File: config.mk
export PLATFORM = sky130hd
export DESIGN_NAME = led_arbiter
export DESIGN_NICKNAME = d
export VERILOG_FILES = /design/src/rtl/led_arbiter.sv
export SDC_FILE = /design/constraint.sdc
export NUM_CORES = 1
export LEC_CHECK = 0
export ABC_AREA = 1
export BUFFER_PORTS_ARGS = -buffer_cell sky130_fd_sc_hd__buf_2
export CORE_ASPECT_RATIO = 0.9
export CORE_UTILIZATION = 59
export DETAILED_ROUTE_END_ITERATION = 16
export PLACE_DENSITY = 0.8
export RECOVER_POWER = 50
export SYNTH_ARGS = -nofsm -noshare
export SYNTH_HDL_FRONTEND = slang
export SYNTH_SLANG_ARGS = --single-unit
File: constraint.sdc
create_clock -name clk_clk -period 1.91 [get_ports clk_clk]
set_input_delay 0.191 -clock clk_clk [delete_from_list [all_inputs] [get_ports clk_clk]]
set_output_delay 0.191 -clock clk_clk [all_outputs]
set_load 0.02 [all_outputs]
File: src/rtl/led_arbiter.sv
// LED ownership arbiter between the HPS and fabric requesters.
// Ownership is held for a minimum number of cycles before the other side
// may preempt; a free-running heartbeat is shown on the LEDs while idle.
module led_arbiter #(
  parameter int unsigned HOLD_CYCLES = 4,
  parameter int unsigned HB_DIV      = 25000000
) (
  input  logic       clk_clk,
  input  logic       reset_reset_n,
  input  logic       hps_req,
  input  logic [7:0] hps_pattern,
  input  logic       fab_req,
  input  logic [7:0] fab_pattern,
  output logic       hps_gnt,
  output logic       fab_gnt,
  output logic [7:0] leds,
  output logic [3:0] status
);

  localparam logic [15:0] HOLD_LOAD = 16'(HOLD_CYCLES - 1);
  localparam logic [25:0] HB_LAST   = 26'(HB_DIV - 1);

  typedef enum logic [1:0] {
    IDLE    = 2'd0,
    HPS_OWN = 2'd1,
    FAB_OWN = 2'd2
  } state_t;

  state_t      state_q, state_d;
  logic [15:0] hold_q, hold_d;
  logic        last_fab_q, last_fab_d;
  logic [25:0] hb_cnt_q;
  logic        hb_q;
  logic [7:0]  leds_q, leds_d;
  logic        pending;

  // State, hold counter and last-owner registers
  always_ff @(posedge clk_clk or negedge reset_reset_n) begin
    if (!reset_reset_n) begin
      state_q    <= IDLE;
      hold_q     <= '0;
      last_fab_q <= 1'b1;
    end else begin
      state_q    <= state_d;
      hold_q     <= hold_d;
      last_fab_q <= last_fab_d;
    end
  end

  // Next-state: preemption at hold expiry takes priority over release
  always_comb begin
    state_d    = state_q;
    hold_d     = hold_q;
    last_fab_d = last_fab_q;
    case (state_q)
      IDLE: begin
        if (hps_req && fab_req) state_d = last_fab_q ? HPS_OWN : FAB_OWN;
        else if (hps_req)       state_d = HPS_OWN;
        else if (fab_req)       state_d = FAB_OWN;
      end
      HPS_OWN: begin
        if (hold_q == '0 && fab_req) state_d = FAB_OWN;
        else if (!hps_req)           state_d = IDLE;
        else if (hold_q != '0)       hold_d  = hold_q - 16'd1;
      end
      FAB_OWN: begin
        if (hold_q == '0 && hps_req) state_d = HPS_OWN;
        else if (!fab_req)           state_d = IDLE;
        else if (hold_q != '0)       hold_d  = hold_q - 16'd1;
      end
      default: state_d = IDLE;
    endcase
    // Entry into an ownership state reloads the hold time and records the owner
    if (state_d == HPS_OWN && state_q != HPS_OWN) begin
      hold_d     = HOLD_LOAD;
      last_fab_d = 1'b0;
    end
    if (state_d == FAB_OWN && state_q != FAB_OWN) begin
      hold_d     = HOLD_LOAD;
      last_fab_d = 1'b1;
    end
  end

  // Free-running heartbeat, toggles once per HB_DIV cycles
  always_ff @(posedge clk_clk or negedge reset_reset_n) begin
    if (!reset_reset_n) begin
      hb_cnt_q <= '0;
      hb_q     <= 1'b0;
    end else if (hb_cnt_q == HB_LAST) begin
      hb_cnt_q <= '0;
      hb_q     <= ~hb_q;
    end else begin
      hb_cnt_q <= hb_cnt_q + 26'd1;
    end
  end

  // LED source selection for the current owner
  always_comb begin
    leds_d = {7'b0, hb_q};
    case (state_q)
      HPS_OWN: leds_d = hps_pattern;
      FAB_OWN: leds_d = fab_pattern;
      default: leds_d = {7'b0, hb_q};
    endcase
  end

  // Registered LED drive
  always_ff @(posedge clk_clk or negedge reset_reset_n) begin
    if (!reset_reset_n) leds_q <= '0;
    else                leds_q <= leds_d;
  end

  assign hps_gnt = (state_q == HPS_OWN);
  assign fab_gnt = (state_q == FAB_OWN);
  assign pending = (hps_gnt & fab_req) | (fab_gnt & hps_req);
  assign leds    = leds_q;
  assign status  = {fab_gnt, hps_gnt, pending, hb_q};

endmodule

==> results.toml, run 1 <==
[routing]
avgRoutedWirePerCell_microns = 14.5
dr.pass1.iters = 6
routed_wl_microns = 7560
viasPerCell = 5.44
vias = 2846
drc = 0
drt_iter0_markers = 204
final_antenna_net_count = 0

[logic_synthesis]
synthesis.area_sq_um = 3250
ys_ff_latch = 54
synth_area_per_cell_sq_um = 8.11
syn-num-nets = 428
netlist.area_leader.share = 0.408
synthArstFlopShare = 1.00
synth.most_common_cell = "nand2_1"
postSynthCellCount = 401
synth_edf_count = 0
synth.largest_area_cell = "dfrtp_1"
ys.flop_type = "dfrtp_1"
ys_warn_count = 0
synth_common_cells = "nand2_1, nor2_1, dfrtp_1"
ys_top_cells_by_area = "dfrtp_1, nand2_1, nor2_1"
yosysUniqueCellTypes = 33
yosysSeqAreaShare = 0.416

[placed_design]
gp_congestion = 0.996
hpwl_microns = 5340
dp_cells = 507
dpl_cell_area_sq_um = 3540
io_buffers = 33

[sta]
hold_ws_ns = 0.0961
hold_violations = 0
setup_violations = 0
fin_tns_setup_ns = 0
rsz0062_at_grt = "false"
worst_pin_slew_ns = 0.731
drv_slew = 0
fin_crit_ns = 1.83
max_freq_ghz = 0.545
finalCritPeriodShare = 0.960
skew_ns = 0.0135
maxSlewHeadroom = 0.513

[floorplan]
dieHeight_microns = 72.4
num_rows = 25
die_w_microns = 80.3
start_util = 0.615
io_pins = 34
core_area_sq_um = 5290
die-area_sq_um = 5810

[pwr]
powerDensity_nw_per_um2 = 1240
p_leak_nw = 1.79
ir_drop_uv = 974
finalPower_mw = 4.72

[worst_hold_path]
worstHoldStart = "fab_pattern[6]"
worstHoldPathType = "input pin to register"

[run]
maxCapViolCount = 0

[finish]
n_fill_cell = 417
drive_gt1_frac = 0.228
nNetsFinal = 482
instances_no_fill = 523
areaGrowthSynthToFinish_pct = 16.7
final_cell_area_sq_um = 3790
diodes = 0

[cts]
clock_path_buffers = 2
clkSlewWorstSetupHoldPaths_ns = 0.11
htree_levels = 2
clk_latency_ns = 0.32
cts_made_buffers = 5
cts_root_buffer = "clkbuf_8"
clkSinkCount = 54
cts_tree = "done"

[global_routing]
grt_max_degree = 30
grt_pass1_wl_microns = 12100
antenna_found_initial = 0
grt.total_usage = 0.271
grt_pass1_vias = 2671
grt-ovfl-total = 0

[setup_path]
crit_start = "state_q[0]"
critical_path_peak_fanout = 8
crit_required_ns = 2.12
end_kind = "register"
cp-start-kind = "register"
reg2reg_from = "state_q[0]"
critPathKind = "register to register"
crit_arrival_ns = 2.05

[run_status]
status = "finished clean"
flip-flops by register name, summed over array words and instances (netlist names):
signal	count
hb_cnt_q	26
hb_q	1
hold_q	16
last_fab_q	1
leds	8
state_q	2
final timing paths:
path | cells past startpoint | to | slack (ns)
worst max-delay path | 9 | hold_q[13] | 0.08
worst min register to register | 2 | last_fab_q | 0.49
worst max register to register | 9 | hold_q[13] | 0.08
max in group asynchronous | 3 | hb_cnt_q[18] | 0.36
worst min-delay path | 3 | leds[6] | 0.1
min in group asynchronous | 2 | hold_q[10] | 0.46
critical path, cell delays in order, from the launching register on:
cell,delay [ns]
dfrtp_1,0.42
buf_4,0.15
ha_1,0.21
buf_4,0.17
a21oi_4,0.14
nand2_4,0.12
inv_4,0.12
nand3b_1,0.12
xor2_2,0.22
nor2_4,0.05
repair_timing:
action,4_1_cts,5_1_grt
endpoints found under the hold margin,25,0
buffers inserted,0,6
pin swaps,1,8
gates resized for setup,1,26
cloned,0,1
hold buffers,1,0
endpoints found under the setup margin,12,19
area by class of cell:
type | instances | area (sq um) | share of cell area
timing repair buffer | 53 | 295 | 0.0778
clock inverter | 3 | 23.8 | 0.00626
sequential | 54 | 1350 | 0.357
inverter | 50 | 190 | 0.0501
clock buffer | 5 | 68.8 | 0.0181
tap | 67 | 83.8 | 0.0221
multi-input combinational | 291 | 1780 | 0.469
routing by layer:
metal  wire length [microns]  vias to the layer above  track usage
met5                       0                        -            0
met4                     153                        0       0.0873
met3                     487                       19       0.0604
met2                    3410                      125        0.419
met1                    3500                     1335        0.379
li1                        -                     1367            -
cells by family (layout without fill, tap and decap cells):
kind of cell,after synthesis,after routing,share of synthesized area
AO/OA/AOI/OAI,23,23,0.0412
AND/OR/NAND/NOR,228,229,0.353
XOR/XNOR,32,32,0.0862
adder cells (fa/ha/maj),7,7,0.0269
flip-flops,54,54,0.416
buffers and inverters,57,111,0.0770
power by group:
part,internal (mW),switching (mW),total (mW)
Sequential,1.35,0.187,1.53
Combinational,0.890,1.64,2.53
Clock,0.263,0.395,0.658
Total,2.50,2.23,4.72
stage by stage:
step / util / setup WS (ns)
detailed placement: 0.669 / -0.0513
global route: 0.718 / 0.00454
CTS: 0.690 / 0.00480
global placement: 0.669 / 0.0844
finish: 0.718 / 0.0755
floorplan: - / 0.0125
cell usage in the layout (no fill, tap or decap), types with 2 or more instances in the layout:
master      netlist  final
nor3_1           18     15
inv_1            49     46
dfrtp_1          53     52
nand3_4           1      2
nor4_1            5      5
buf_2             1     23
clkinvlp_4        0      2
xnor2_1           9      9
nand2_8           0      2
nor3_2            1      4
nand3b_1          3      3
a21oi_1          14     13
nand3_2           4      4
o21ai_1           1      2
xor2_2            0      5
nand2_2           4      3
clkbuf_1          0     12
nand4_1           5      5
buf_4             5     16
nor2_4           13     15
clkbuf_8          0      5
o21ai_0           4      3
nand3_1          25     24
nor2_1           55     52
xor2_1           23     18
ha_1              7      6
inv_2             1      3
nand2_1          83     83
nor2_2            8      9
No activity file was read; power rests on OpenSTA's default activity.
==> run 2: changes to the inputs <==
--- a/config.mk
+++ b/config.mk
@@ -8,9 +8,9 @@
 export ABC_AREA = 1
 export BUFFER_PORTS_ARGS = -buffer_cell sky130_fd_sc_hd__buf_2
 export CORE_ASPECT_RATIO = 0.9
-export CORE_UTILIZATION = 59
+export CORE_UTILIZATION = 64
 export DETAILED_ROUTE_END_ITERATION = 16
-export PLACE_DENSITY = 0.8
+export PLACE_DENSITY = 0.86
 export RECOVER_POWER = 50
 export SYNTH_ARGS = -nofsm -noshare
 export SYNTH_HDL_FRONTEND = slang
==> constraint.sdc (replaced) <==
create_clock -name clk_clk -period 2.2 [get_ports clk_clk]
set_input_delay 0.22 -clock clk_clk [delete_from_list [all_inputs] [get_ports clk_clk]]
set_output_delay 0.22 -clock clk_clk [all_outputs]
set_load 0.02 [all_outputs]
==> run 2 against run 1 <==
Effect of this change: cell count fell by 3.3%; die area fell by 7.6%; register-to-register slack improved by 0.098 ns; hold slack gained 0.037 ns; combinational power decreased by 29%; critical path depth rose by 1; clock skew shrank 0.0047 ns; critical path type unchanged.
==> results.toml, run 2 (synthesis results as in run 1) <==
[finish]
n_fill_cell = 398
areaGrowthSynthToFinish_pct = 10.3
drive_gt1_frac = 0.175
final_cell_area_sq_um = 3590
final_util = 0.737
seqCellArea_sq_um = 1350
nNetsFinal = 467
most-common-layout-cells = "nand2_1, nor2_1, dfrtp_1"
layout_commonest_cell = "nand2_1"
largest-register = "hb_cnt_q"
diodes = 0
instances_no_fill = 506
largest_register_ffs = 26
multi_input_area_sq_um = 1670

[floorplan]
io_pins = 34
num_rows = 24
dieHeight_microns = 69.6
die-area_sq_um = 5370
core_area_sq_um = 4860
start_util = 0.668
die_w_microns = 77.1

[routing]
avgRoutedWirePerCell_microns = 13.6
m1WireLength_microns = 3190
drt_iter0_markers = 212
highest_layer = "met4"
drc = 0
dr.pass1.iters = 5
routed_wl_microns = 6880
final_antenna_net_count = 0
viasPerCell = 5.49
wl_met3_microns = 480
vias = 2778
wl_met2_microns = 3050

[pwr]
ir_drop_uv = 787
clkPwrFrac = 0.164
p_leak_nw = 1.72
finalPower_mw = 3.72
intPower_mw = 2.02
combinationalPowerShare = 0.485
powerDensity_nw_per_um2 = 1040
seq_power_share = 0.351
swShare = 0.457
switching_power_mw = 1.70

[cts]
cts_root_buffer = "clkbuf_8"
clkSinkCount = 54
htree_levels = 2
cts_setup_buffers = 0
clk_latency_ns = 0.32
cts_made_buffers = 5
clkSlewWorstSetupHoldPaths_ns = 0.11
clock_path_buffers = 2
cts_tree = "done"

[setup_path]
crit_arrival_ns = 2.24
r2r_slack_ns = 0.17
critical_path_peak_fanout = 9
r2r_cells = 10
crit_required_ns = 2.41
end_kind = "register"
r2r_end = "hold_q[15]"
cp-start-kind = "register"
critPathKind = "register to register"
reg2reg_from = "state_q[0]"

[global_routing]
grt-ovfl-total = 0
antenna_found_initial = 0
grt.total_usage = 0.276
grt_pass1_wl_microns = 11700
grt_max_degree = 25
grt_pass1_vias = 2597

[worst_hold_path]
worstHoldStart = "fab_pattern[6]"
hold_path_end = "leds[6]"
whs_path_depth = 3
worstHoldPathType = "input pin to register"

[sta]
hold_violations = 0
worst_slack_ns = 0.174
setup_violations = 0
worst_pin_slew_ns = 0.977
fin_crit_ns = 2.03
maxSlewHeadroom = 0.349
fin_tns_setup_ns = 0
rsz0062_at_grt = "false"
drv_slew = 0
hold_ws_ns = 0.133
skew_ns = 0.00876
max_freq_ghz = 0.494
finalCritPeriodShare = 0.921

[placed_design]
io_buffers = 33
dpl_cell_area_sq_um = 3470
gp_congestion = 1.02
hpwl_microns = 5290
post-place-ws_ns = 0.117
dp_cells = 497

[run]
maxCapViolCount = 0

[run_status]
status = "finished clean"
-- run 2: final cells by class --
class                      instances  area share
multi-input combinational        290       0.466
sequential                        54       0.377
timing repair buffer              39      0.0548
inverter                          50      0.0523
clock buffer                       6      0.0230
tap                               65      0.0227
clock inverter                     2     0.00453
-- run 2: worst max path at each step --
stage | start | endpoint | slack, ns | depth (start not counted)
6_report | state_q[0] | hold_q[15] | 0.17 | 10
5_1_grt | state_q[0] | hold_q[11] | 0.003 | 9
4_1_cts | state_q[1] | hold_q[4] | 0.07 | 9
3_5_place_dp | state_q[1] | hold_q[4] | 0.12 | 9
3_3_place_gp | state_q[1] | hold_q[5] | 0.24 | 9
2_1_floorplan | state_q[1] | hold_q[13] | 0.30 | 9
-- run 2: critical path: stages (launching register included) --
cell and delay, ns:
dfrtp_1 0.42, inv_1 0.11, ha_1 0.23, inv_1 0.11, o21ai_0 0.10, a21oi_1 0.19, nand2_2 0.19, inv_2 0.17
nand3_1 0.14, xor2_2 0.22, nor2_4 0.05
-- run 2: power by group through the flow --
stage / registers, mW / clock network (mW) / logic [mW]
after detailed placement: 1.32 / 0 / 1.77
after global placement: 1.31 / 0 / 1.72
after floorplan: 1.35 / 0 / 1.44
final: 1.31 / 0.611 / 1.80
after CTS: 1.30 / 0.615 / 1.79
after global routing: 1.33 / 0.657 / 1.98
-- run 2: repair_timing --
item	4_1_cts	5_1_grt
resized for setup	0	4
setup endpoints to repair	0	14
hold buffers	1	0
endpoints found under the hold margin	16	0
-- run 2: layer usage --
layer | vias up | track usage
met5 | - | 0
met4 | 0 | 0.0901
met3 | 20 | 0.0684
met2 | 121 | 0.423
met1 | 1296 | 0.384
li1 | 1341 | -
==> run 3: changes to the inputs <==
--- a/config.mk
+++ b/config.mk
@@ -10,8 +10,11 @@
 export CORE_ASPECT_RATIO = 0.9
 export CORE_UTILIZATION = 64
 export DETAILED_ROUTE_END_ITERATION = 16
+export GPL_ROUTABILITY_DRIVEN = 0
+export MAX_ROUTING_LAYER = met4
 export PLACE_DENSITY = 0.86
 export RECOVER_POWER = 50
 export SYNTH_ARGS = -nofsm -noshare
 export SYNTH_HDL_FRONTEND = slang
 export SYNTH_SLANG_ARGS = --single-unit
+export TNS_END_PERCENT = 50
==> run 3 against run 2 <==
Effect of this change: cell count is the same; core utilization down 0.18 points; maximum frequency fell by 0.26%; critical path type unchanged.
==> results.toml, run 3 (synthesis results as in run 1) <==
[run_status]
status = "finished clean"

[sta]
finalCritPeriodShare = 0.923
skew_ns = 0.0105
hold_violations = 0
setup_violations = 0
fin_tns_setup_ns = 0
rsz0062_at_grt = "false"
max_freq_ghz = 0.492
fin_crit_ns = 2.03
worst_slack_ns = 0.169
drv_slew = 0
worst_pin_slew_ns = 0.806
maxSlewHeadroom = 0.463

[finish]
drive_gt1_frac = 0.159
layout_commonest_cell = "nand2_1"
largest-register = "hb_cnt_q"
most-common-layout-cells = "nand2_1, nor2_1, dfrtp_1"
areaGrowthSynthToFinish_pct = 10.0
largest_register_ffs = 26
diodes = 0
nNetsFinal = 467
n_fill_cell = 395

[setup_path]
critPathKind = "register to register"
end_kind = "register"
crit_arrival_ns = 2.24
critical_path_peak_fanout = 9
cp-start-kind = "register"
crit_required_ns = 2.41

[cts]
clk_latency_ns = 0.32
htree_levels = 2
cts_root_buffer = "clkbuf_8"
cts_setup_buffers = 0
clkSlewWorstSetupHoldPaths_ns = 0.10
clock_path_buffers = 2
clkSinkCount = 54
cts_tree = "done"
cts_made_buffers = 5

[floorplan]
die-area_sq_um = 5370
start_util = 0.668
num_rows = 24
core_area_sq_um = 4860
die_w_microns = 77.1
dieHeight_microns = 69.6
io_pins = 34

[pwr]
ir_drop_uv = 816
p_leak_nw = 1.72
powerDensity_nw_per_um2 = 1050

[routing]
routed_wl_microns = 6860
dr.pass1.iters = 7
final_antenna_net_count = 0
viasPerCell = 5.51
vias = 2790
avgRoutedWirePerCell_microns = 13.6
drt_iter0_markers = 278
drc = 0

[worst_hold_path]
worstHoldPathType = "input pin to register"

[placed_design]
post-place-ws_ns = 0.189
hpwl_microns = 5260
io_buffers = 33

[global_routing]
grt_pass1_vias = 2680
grt.total_usage = 0.292
grt-ovfl-total = 0
grt_max_degree = 34
grt_pass1_wl_microns = 12000
antenna_found_initial = 0

[run]
maxCapViolCount = 0
## run 3: metal layers
layer / vias up / GRT usage / part of all wire
met1: 1295 / 0.412 / 0.47
met2: 132 / 0.434 / 0.44
met3: 17 / 0.0513 / 0.075
li1: 1346 / - / -
met4: 0 / 0.0818 / 0.017
met5: - / - / 0
## run 3: path summary, 6_finish.rpt
| kind | start | to | slack (ns) | depth (start not counted) |
|---|---|---|---|---|
| worst min register to register | last_fab_q | last_fab_q | 0.48 | 2 |
| min in group asynchronous | reset_reset_n | hold_q[10] | 0.51 | 2 |
| worst min-delay path | fab_pattern[7] | leds[7] | 0.14 | 3 |
| worst max register to register | state_q[0] | hold_q[10] | 0.17 | 9 |
| max in group asynchronous | reset_reset_n | hb_cnt_q[8] | 0.60 | 3 |
| worst max-delay path | state_q[0] | hold_q[10] | 0.17 | 9 |
## run 3: cell type report
type | instances | area, sq um | area share
sequential | 54 | 1350 | 0.378
tap | 65 | 81.3 | 0.0227
clock inverter | 2 | 37.5 | 0.0105
clock buffer | 6 | 72.6 | 0.0203
inverter | 50 | 188 | 0.0524
multi-input combinational | 290 | 1650 | 0.462
timing repair buffer | 39 | 194 | 0.0542
## run 3: critical path: stages, from the launching register on
cell,delay (ns)
dfrtp_1,0.41
inv_1,0.11
ha_1,0.36
o21ai_0,0.11
a21oi_1,0.18
nand2_2,0.17
nor2_1,0.21
nand2_1,0.09
xor2_1,0.23
nor2_4,0.06
## run 3: metrics by stage
stage / total power [mW] / instance area [sq um] / cells / hold WS (ns) / utilization
after CTS: 3.77 / 3590 / 506 / 0.131 / 0.739
after detailed placement: 3.09 / 3470 / 497 / 0.315 / 0.714
after global routing: 4.02 / 3580 / 506 / 0.138 / 0.736
after global placement: 3.04 / 3470 / 497 / 0.312 / 0.714
final: 3.77 / 3580 / 506 / 0.137 / 0.736
after floorplan: 2.80 / 3250 / 401 / -0.0756 / -
## run 3: timing repair
item,in CTS,in global routing
endpoints found under the hold margin,30,0
setup endpoints to repair,0,3
gates resized for setup,0,1
hold buffers,1,0
## run 3: power by group
| part | internal, mW | switching [mW] |
|---|---|---|
| clock | 0.340 | 0.329 |
| combinational | 0.586 | 1.21 |
| sequential | 1.17 | 0.136 |
